==> config.mk <==
export PLATFORM = sky130hd
export DESIGN_NAME = amba3_apb_slave_regs
export DESIGN_NICKNAME = d
export VERILOG_FILES = /design/src/rtl/amba3_apb_slave_regs_pkg.sv /design/src/rtl/amba3_apb_slave_regs_wait_ctrl.sv /design/src/rtl/amba3_apb_slave_regs.sv
export SDC_FILE = /design/constraint.sdc
export NUM_CORES = 1
export LEC_CHECK = 0
export BUFFER_PORTS_ARGS = -buffer_cell sky130_fd_sc_hd__buf_2
export CAP_MARGIN = 0
export CORE_AREA = 2 2 447 449
export CTS_BUF_LIST = sky130_fd_sc_hd__clkbuf_2
export DETAILED_ROUTE_END_ITERATION = 16
export DIE_AREA = 0 0 449 451
export PLACE_DENSITY = 0.35
export SYNTH_ARGS = -nofsm -noshare
export SYNTH_HDL_FRONTEND = slang
export SYNTH_HIERARCHICAL = 1
export SYNTH_SLANG_ARGS = --single-unit
export TNS_END_PERCENT = 10
==> constraint.sdc <==
create_clock -name pclk -period 3.44 [get_ports pclk]
set_input_delay 0.516 -clock pclk [delete_from_list [all_inputs] [get_ports pclk]]
set_output_delay 0.516 -clock pclk [all_outputs]
set_load 0.005 [all_outputs]
==> src/rtl/amba3_apb_slave_regs_pkg.sv <==
// pkg_amba3: shared types, limits and address helpers for the APB3 slave register bank.
package pkg_amba3;
  typedef enum logic {IDLE, ACCESS} apb_slave_state_t;
  localparam int APB_MAX_WAIT = 15;
  function automatic int apb_word_lsb(input int data_bits);
    return $clog2(data_bits / 8);
  endfunction
endpackage

==> src/rtl/amba3_apb_slave_regs_wait_ctrl.sv <==
// amba3_apb_wait_ctrl: APB3 IDLE/ACCESS FSM, wait-state counter and registered pready.
module amba3_apb_wait_ctrl
  import pkg_amba3::*;
#(
  parameter int WAIT_STATES = 0
) (
  input  logic pclk,
  input  logic preset_n,
  input  logic psel,
  input  logic penable,
  output logic pready,
  output logic setup,
  output logic done,
  output logic load,
  output logic clear
);
  localparam int CW = $clog2(APB_MAX_WAIT + 1);
  apb_slave_state_t state, state_nxt;
  logic [CW-1:0] cnt, cnt_nxt;
  logic pready_nxt;
  always_ff @(posedge pclk or negedge preset_n) begin
    if (!preset_n) begin
      state <= IDLE;
      cnt <= '0;
      pready <= 1'b0;
    end else begin
      state <= state_nxt;
      cnt <= cnt_nxt;
      pready <= pready_nxt;
    end
  end
  always_comb begin
    state_nxt = state;
    cnt_nxt = cnt;
    pready_nxt = pready;
    if (state == IDLE) begin
      if (psel && !penable) begin
        state_nxt = ACCESS;
        cnt_nxt = CW'(WAIT_STATES);
        pready_nxt = (WAIT_STATES == 0);
      end
    end else if (!psel || (penable && pready)) begin
      state_nxt = IDLE;
      pready_nxt = 1'b0;
    end else if (penable) begin
      cnt_nxt = cnt - CW'(1);
      pready_nxt = (cnt == CW'(1));
    end
  end
  assign setup = (state == IDLE) && psel && !penable;
  assign done = (state == ACCESS) && psel && penable && pready;
  // load marks the edge that raises pready; clear marks any edge leaving it low
  assign load = pready_nxt && !pready;
  assign clear = !pready_nxt;
endmodule

==> src/rtl/amba3_apb_slave_regs.sv <==
// amba3_apb_slave_regs: parametrised APB3 slave register bank with wait states and RO registers.
// Define AMBA3_APB_PSLVERR_EN to drive pslverr from invalid transfers; otherwise pslverr is tied to 0.
module amba3_apb_slave_regs
  import pkg_amba3::*;
#(
  parameter int ADDR_BITS = 32,
  parameter int DATA_BITS = 32,
  parameter int NUM_REGS = 16,
  parameter int WAIT_STATES = 0,
  parameter logic [NUM_REGS-1:0] RO_MASK = '0,
  parameter logic [DATA_BITS-1:0] RESET_VALUE = '0
) (
  input  logic pclk,
  input  logic preset_n,
  input  logic [ADDR_BITS-1:0] paddr,
  input  logic psel,
  input  logic penable,
  input  logic pwrite,
  input  logic [DATA_BITS-1:0] pwdata,
  output logic pready,
  output logic [DATA_BITS-1:0] prdata,
  output logic pslverr,
  output logic [NUM_REGS*DATA_BITS-1:0] reg_q,
  input  logic [NUM_REGS*DATA_BITS-1:0] ro_d,
  output logic [NUM_REGS-1:0] wr_pulse
);
  localparam int LSB = apb_word_lsb(DATA_BITS);
  localparam int IW = NUM_REGS > 1 ? $clog2(NUM_REGS) : 1;
  logic setup, done, load, clear;
  logic [ADDR_BITS-1:0] word;
  logic [IW-1:0] cur_idx, lat_idx, idx;
  logic cur_ok, lat_ok, lat_wr, ok, wr;
  logic [DATA_BITS-1:0] lat_wdata, rd_val;
  logic [DATA_BITS-1:0] regs [NUM_REGS];
  amba3_apb_wait_ctrl #(.WAIT_STATES(WAIT_STATES)) u_wait (
    .pclk(pclk),
    .preset_n(preset_n),
    .psel(psel),
    .penable(penable),
    .pready(pready),
    .setup(setup),
    .done(done),
    .load(load),
    .clear(clear)
  );
  assign word = paddr >> LSB;
  assign cur_idx = word[IW-1:0];
  assign cur_ok = (word < ADDR_BITS'(NUM_REGS)) && ((paddr & ADDR_BITS'((1 << LSB) - 1)) == '0)
                  && !(pwrite && RO_MASK[cur_idx]);
  // zero-wait transfers raise pready on the SETUP edge, before the latches hold the request
  assign idx = setup ? cur_idx : lat_idx;
  assign ok = setup ? cur_ok : lat_ok;
  assign wr = setup ? pwrite : lat_wr;
  assign rd_val = (ok && !wr) ? reg_q[idx*DATA_BITS +: DATA_BITS] : '0;
  always_ff @(posedge pclk or negedge preset_n) begin
    if (!preset_n) begin
      lat_idx <= '0;
      lat_ok <= 1'b0;
      lat_wr <= 1'b0;
      lat_wdata <= '0;
    end else if (setup) begin
      lat_idx <= cur_idx;
      lat_ok <= cur_ok;
      lat_wr <= pwrite;
      lat_wdata <= pwdata;
    end
  end
  always_ff @(posedge pclk or negedge preset_n) begin
    if (!preset_n) prdata <= '0;
    else prdata <= load ? rd_val : clear ? '0 : prdata;
  end
`ifdef AMBA3_APB_PSLVERR_EN
  always_ff @(posedge pclk or negedge preset_n) begin
    if (!preset_n) pslverr <= 1'b0;
    else pslverr <= load ? !ok : clear ? 1'b0 : pslverr;
  end
`else
  assign pslverr = 1'b0;
`endif
  always_ff @(posedge pclk or negedge preset_n) begin
    if (!preset_n) begin
      for (int i = 0; i < NUM_REGS; i++) regs[i] <= RESET_VALUE;
      wr_pulse <= '0;
    end else begin
      wr_pulse <= '0;
      if (done && lat_wr && lat_ok) begin
        regs[lat_idx] <= lat_wdata;
        wr_pulse[lat_idx] <= 1'b1;
      end
    end
  end
  for (genvar g = 0; g < NUM_REGS; g++) begin : g_q
    assign reg_q[g*DATA_BITS +: DATA_BITS] = RO_MASK[g] ? ro_d[g*DATA_BITS +: DATA_BITS] : regs[g];
  end
endmodule

==> results_dict.tcl <==
set metrics [dict create \
    die_w_um 449 \
    start_util_pct 13.5 \
    postLayoutCellArea_um2 37000 \
    drc_errors 0 \
    slowest_delay_ns 0.61 \
    fin_nets 3620 \
    critPathKind "reg2reg" \
    max_slew.worst_pin.slew_ns 1.17 \
    synth-seq-area-share_pct 56.7 \
    vias 21400 \
    postCtsSetupRepairBufs 0 \
    drive_gt1_share_pct 50.5 \
    finalSetupViolCount 0 \
    synth_cell_types 42 \
    syn2layout_area_growth_pct 38.5 \
    syn_area_um2 26700 \
    die_h_um 451 \
    crit_arrival_ns 4.68 \
    viasPerCell 3.69 \
    worstRegToRegCells 9 \
    max_freq_ghz 0.313 \
    cap_violations 0 \
    path_cells "nor3_2, buf_8, nor4b_1, nand4_1, o22ai_1, dlygate4sd3_1, nand2_2, buf_12, o31ai_1" \
    yosys_register_bits 604 \
    cp_data_required_time_ns 4.93 \
    clock-sinks 604 \
    wirelength_um 144000 \
    slew_headroom_pct 21.9 \
    cts_tree "yes" \
    instances_no_fill 5816 \
    hold_violations 0 \
    ys_warn_count 6 \
    clk_pin_slew_ns 0.09 \
    cts-htree-levels 4 \
    synth_flop_cell "dfrtp_1" \
    gp_congestion 0.759 \
    hold_class "in2reg" \
    num_rows 164 \
    clockBufferDepth 3 \
    grt_pass1_vias 22400 \
    dpl_cell_area_um2 34000 \
    power_density_nw_per_um2 422 \
    hold_depth 10 \
    dr.pass1.iters 5 \
    dpl.cell_count 5364 \
    cts_made_buffers 191 \
    postSynthAreaPerCell_um2 12.5 \
    grt_pass1_wl_um 194000 \
    fin_crit_sh_pct 92.9 \
    antenna_found_initial 12 \
    root_buffer "clkbuf_2" \
    overflow 0 \
    async_flop_share_pct 100 \
    cp_max_fo 32 \
    power.leakage_nw 18.8 \
    postLayoutCoreUtil_pct 18.6 \
    setup-tns-final_ns 0 \
    max-vdd-ir-drop_mv 0.237 \
    dp.final_hpwl_um 102000 \
    slew_violations 0 \
    min_period_ns 3.20 \
    design.core.area_um2 198000 \
    first_iter_violations 1057 \
    portBuffers 629 \
    endpoint_kind "flip-flop" \
    num_io_pins 1143 \
    crit_path_start_kind "flip-flop" \
    syn_inst 2131 \
    gr-usage-all-layers_pct 13.9 \
    fin_skew_ns 0.111 \
    status "finished clean" \
    grt_max_degree 93 \
    die_area_um2 202000 \
    avgRoutedWirePerCell_um 24.7 \
    rsz0062_at_grt "false" \
    synth_enable_flop_cells 0 \
    crit_slowest_cell "dlygate4sd3_1" \
    num-fill-cells 22200 \
    synth.net_count 2714 \
    insertion_delay_ns 1.64 \
    final_antenna_net_count 0 \
]
[layout make-up]
class	instances	area [um2]	share of cell area [%]
Antenna cell	16	40.0	0.108
Clock buffer	264	1320	3.58
Clock inverter	36	186	0.504
Inverter	21	88.8	0.240
Multi-Input combinational cell	1334	10900	29.5
Sequential cell	604	15100	40.9
Tap cell	2656	3320	8.99
Timing Repair Buffer	885	5990	16.2
[final timing paths]
path	slack, ns	end	from
min in group asynchronous	0.58	reg_q[376]	preset_n
max in group asynchronous	1.92	reg_q[511]	preset_n
hold reg to reg	0.47	prdata[13]	prdata[13]
setup reg to reg	0.24	prdata[6]	u_wait/state
hold / removal	0.43	prdata[28]	psel
setup / recovery	0.24	prdata[6]	u_wait/state
[worst max-delay path, delay by kind of cell (launching register included)]
family                 cells  cell delay (ns)
AO/OA/AOI/OAI              2             0.46
buffers and inverters      3             1.07
flip-flops                 1             0.54
AND/OR/NAND/NOR            4             0.92
[where the power goes]
| group | internal [mW] | total, mW | leakage (nW) | switching [mW] |
|---|---|---|---|---|
| Clock | 2.11 | 5.59 | 1.19 | 3.48 |
| Sequential | 7.21 | 7.74 | 8.35 | 0.535 |
| Combinational | 0.903 | 2.27 | 9.23 | 1.37 |
| Total | 10.2 | 15.6 | 18.8 | 5.39 |
[layer usage]
layer / vias up / global-route usage, % / part of all wire (%)
met4: 2 / 6.43 / 4.4
met2: 594 / 25.0 / 52
met5: - / 0 / 0.0091
met1: 11100 / 15.5 / 39
met3: 227 / 3.06 / 4.5
li1: 9525 / - / -
[timing repair]
item	CTS	global route
hold endpoints to repair	681	0
gates resized for setup	0	4
setup endpoints to repair	0	23
hold buffers	136	0
[cells by family (layout without fill, tap and decap cells)]
group | count (synthesis) | after routing | synth area share (%)
muxes | 677 | 677 | 28.0
DFF | 604 | 604 | 56.7
and+or+nand+nor | 411 | 411 | 6.76
AOI/OAI and AO/OA | 243 | 243 | 5.33
buffers and inverters | 193 | 1206 | 3.17
adders and majority gates | 2 | 2 | 0.0938
other | 1 | 17 | 0.0141
[cell usage in the layout, fill, tap and decap left out, drive strengths merged, types with 2 or more instances in the layout]
cell type	synthesis	routed
nand4	2	2
nor2b	3	3
a22o	3	3
mux2	545	545
nand3b	2	2
inv	21	24
nand2	302	302
o22ai	66	66
nand2b	3	3
nor4	69	69
nor3	6	6
nand3	4	4
clkinv	0	31
a21oi	130	130
o22a	2	2
nor2	14	14
dfrtp	604	604
buf	82	750
clkbuf	90	264
or3	3	3
diode	0	16
o21ai	4	4
mux2i	132	132
o31ai	32	32
ha	2	2
dlygate4sd3	0	135
[Yosys cell counts, types with 3 or more instances]
master | count | area (um2)
a21oi_1 | 130 | 651
a22o_1 | 3 | 26.3
buf_1 | 23 | 86.3
buf_2 | 42 | 210
buf_4 | 16 | 120
clkbuf_1 | 90 | 338
dfrtp_1 | 604 | 15100
inv_1 | 19 | 71.3
mux2_1 | 11 | 124
mux2_2 | 534 | 6010
mux2i_1 | 131 | 1310
nand2_1 | 302 | 1130
nand2b_1 | 3 | 18.8
nand3_1 | 4 | 20.0
nor2_1 | 8 | 30.0
nor2_2 | 6 | 37.5
nor2b_1 | 3 | 18.8
nor3_1 | 4 | 20.0
nor4_1 | 69 | 432
o21ai_0 | 4 | 20.0
o22ai_1 | 66 | 413
o31ai_1 | 32 | 240
or3_1 | 3 | 18.8
[per-stage QoR]
step | power, mW | setup slack (ns) | hold WS [ns]
after floorplan | 8.56 | 1.02 | 0.220
after global placement | 10.0 | 0.180 | 0.458
after detailed placement | 10.0 | 0.198 | 0.460
after CTS | 16.1 | 0.0578 | 0.129
after global routing | 16.5 | 0.0236 | 0.208
final | 15.6 | 0.244 | 0.433
[sequential cells by signal (all words and copies together), names as in the netlist]
name	flops
reg_q	512
lat_wdata	32
prdata	32
wr_pulse	16
lat_idx	4
u_wait/cnt	4
lat_ok	1
lat_wr	1
u_wait/pready	1
u_wait/state	1
(Power assumes the default switching activity.)
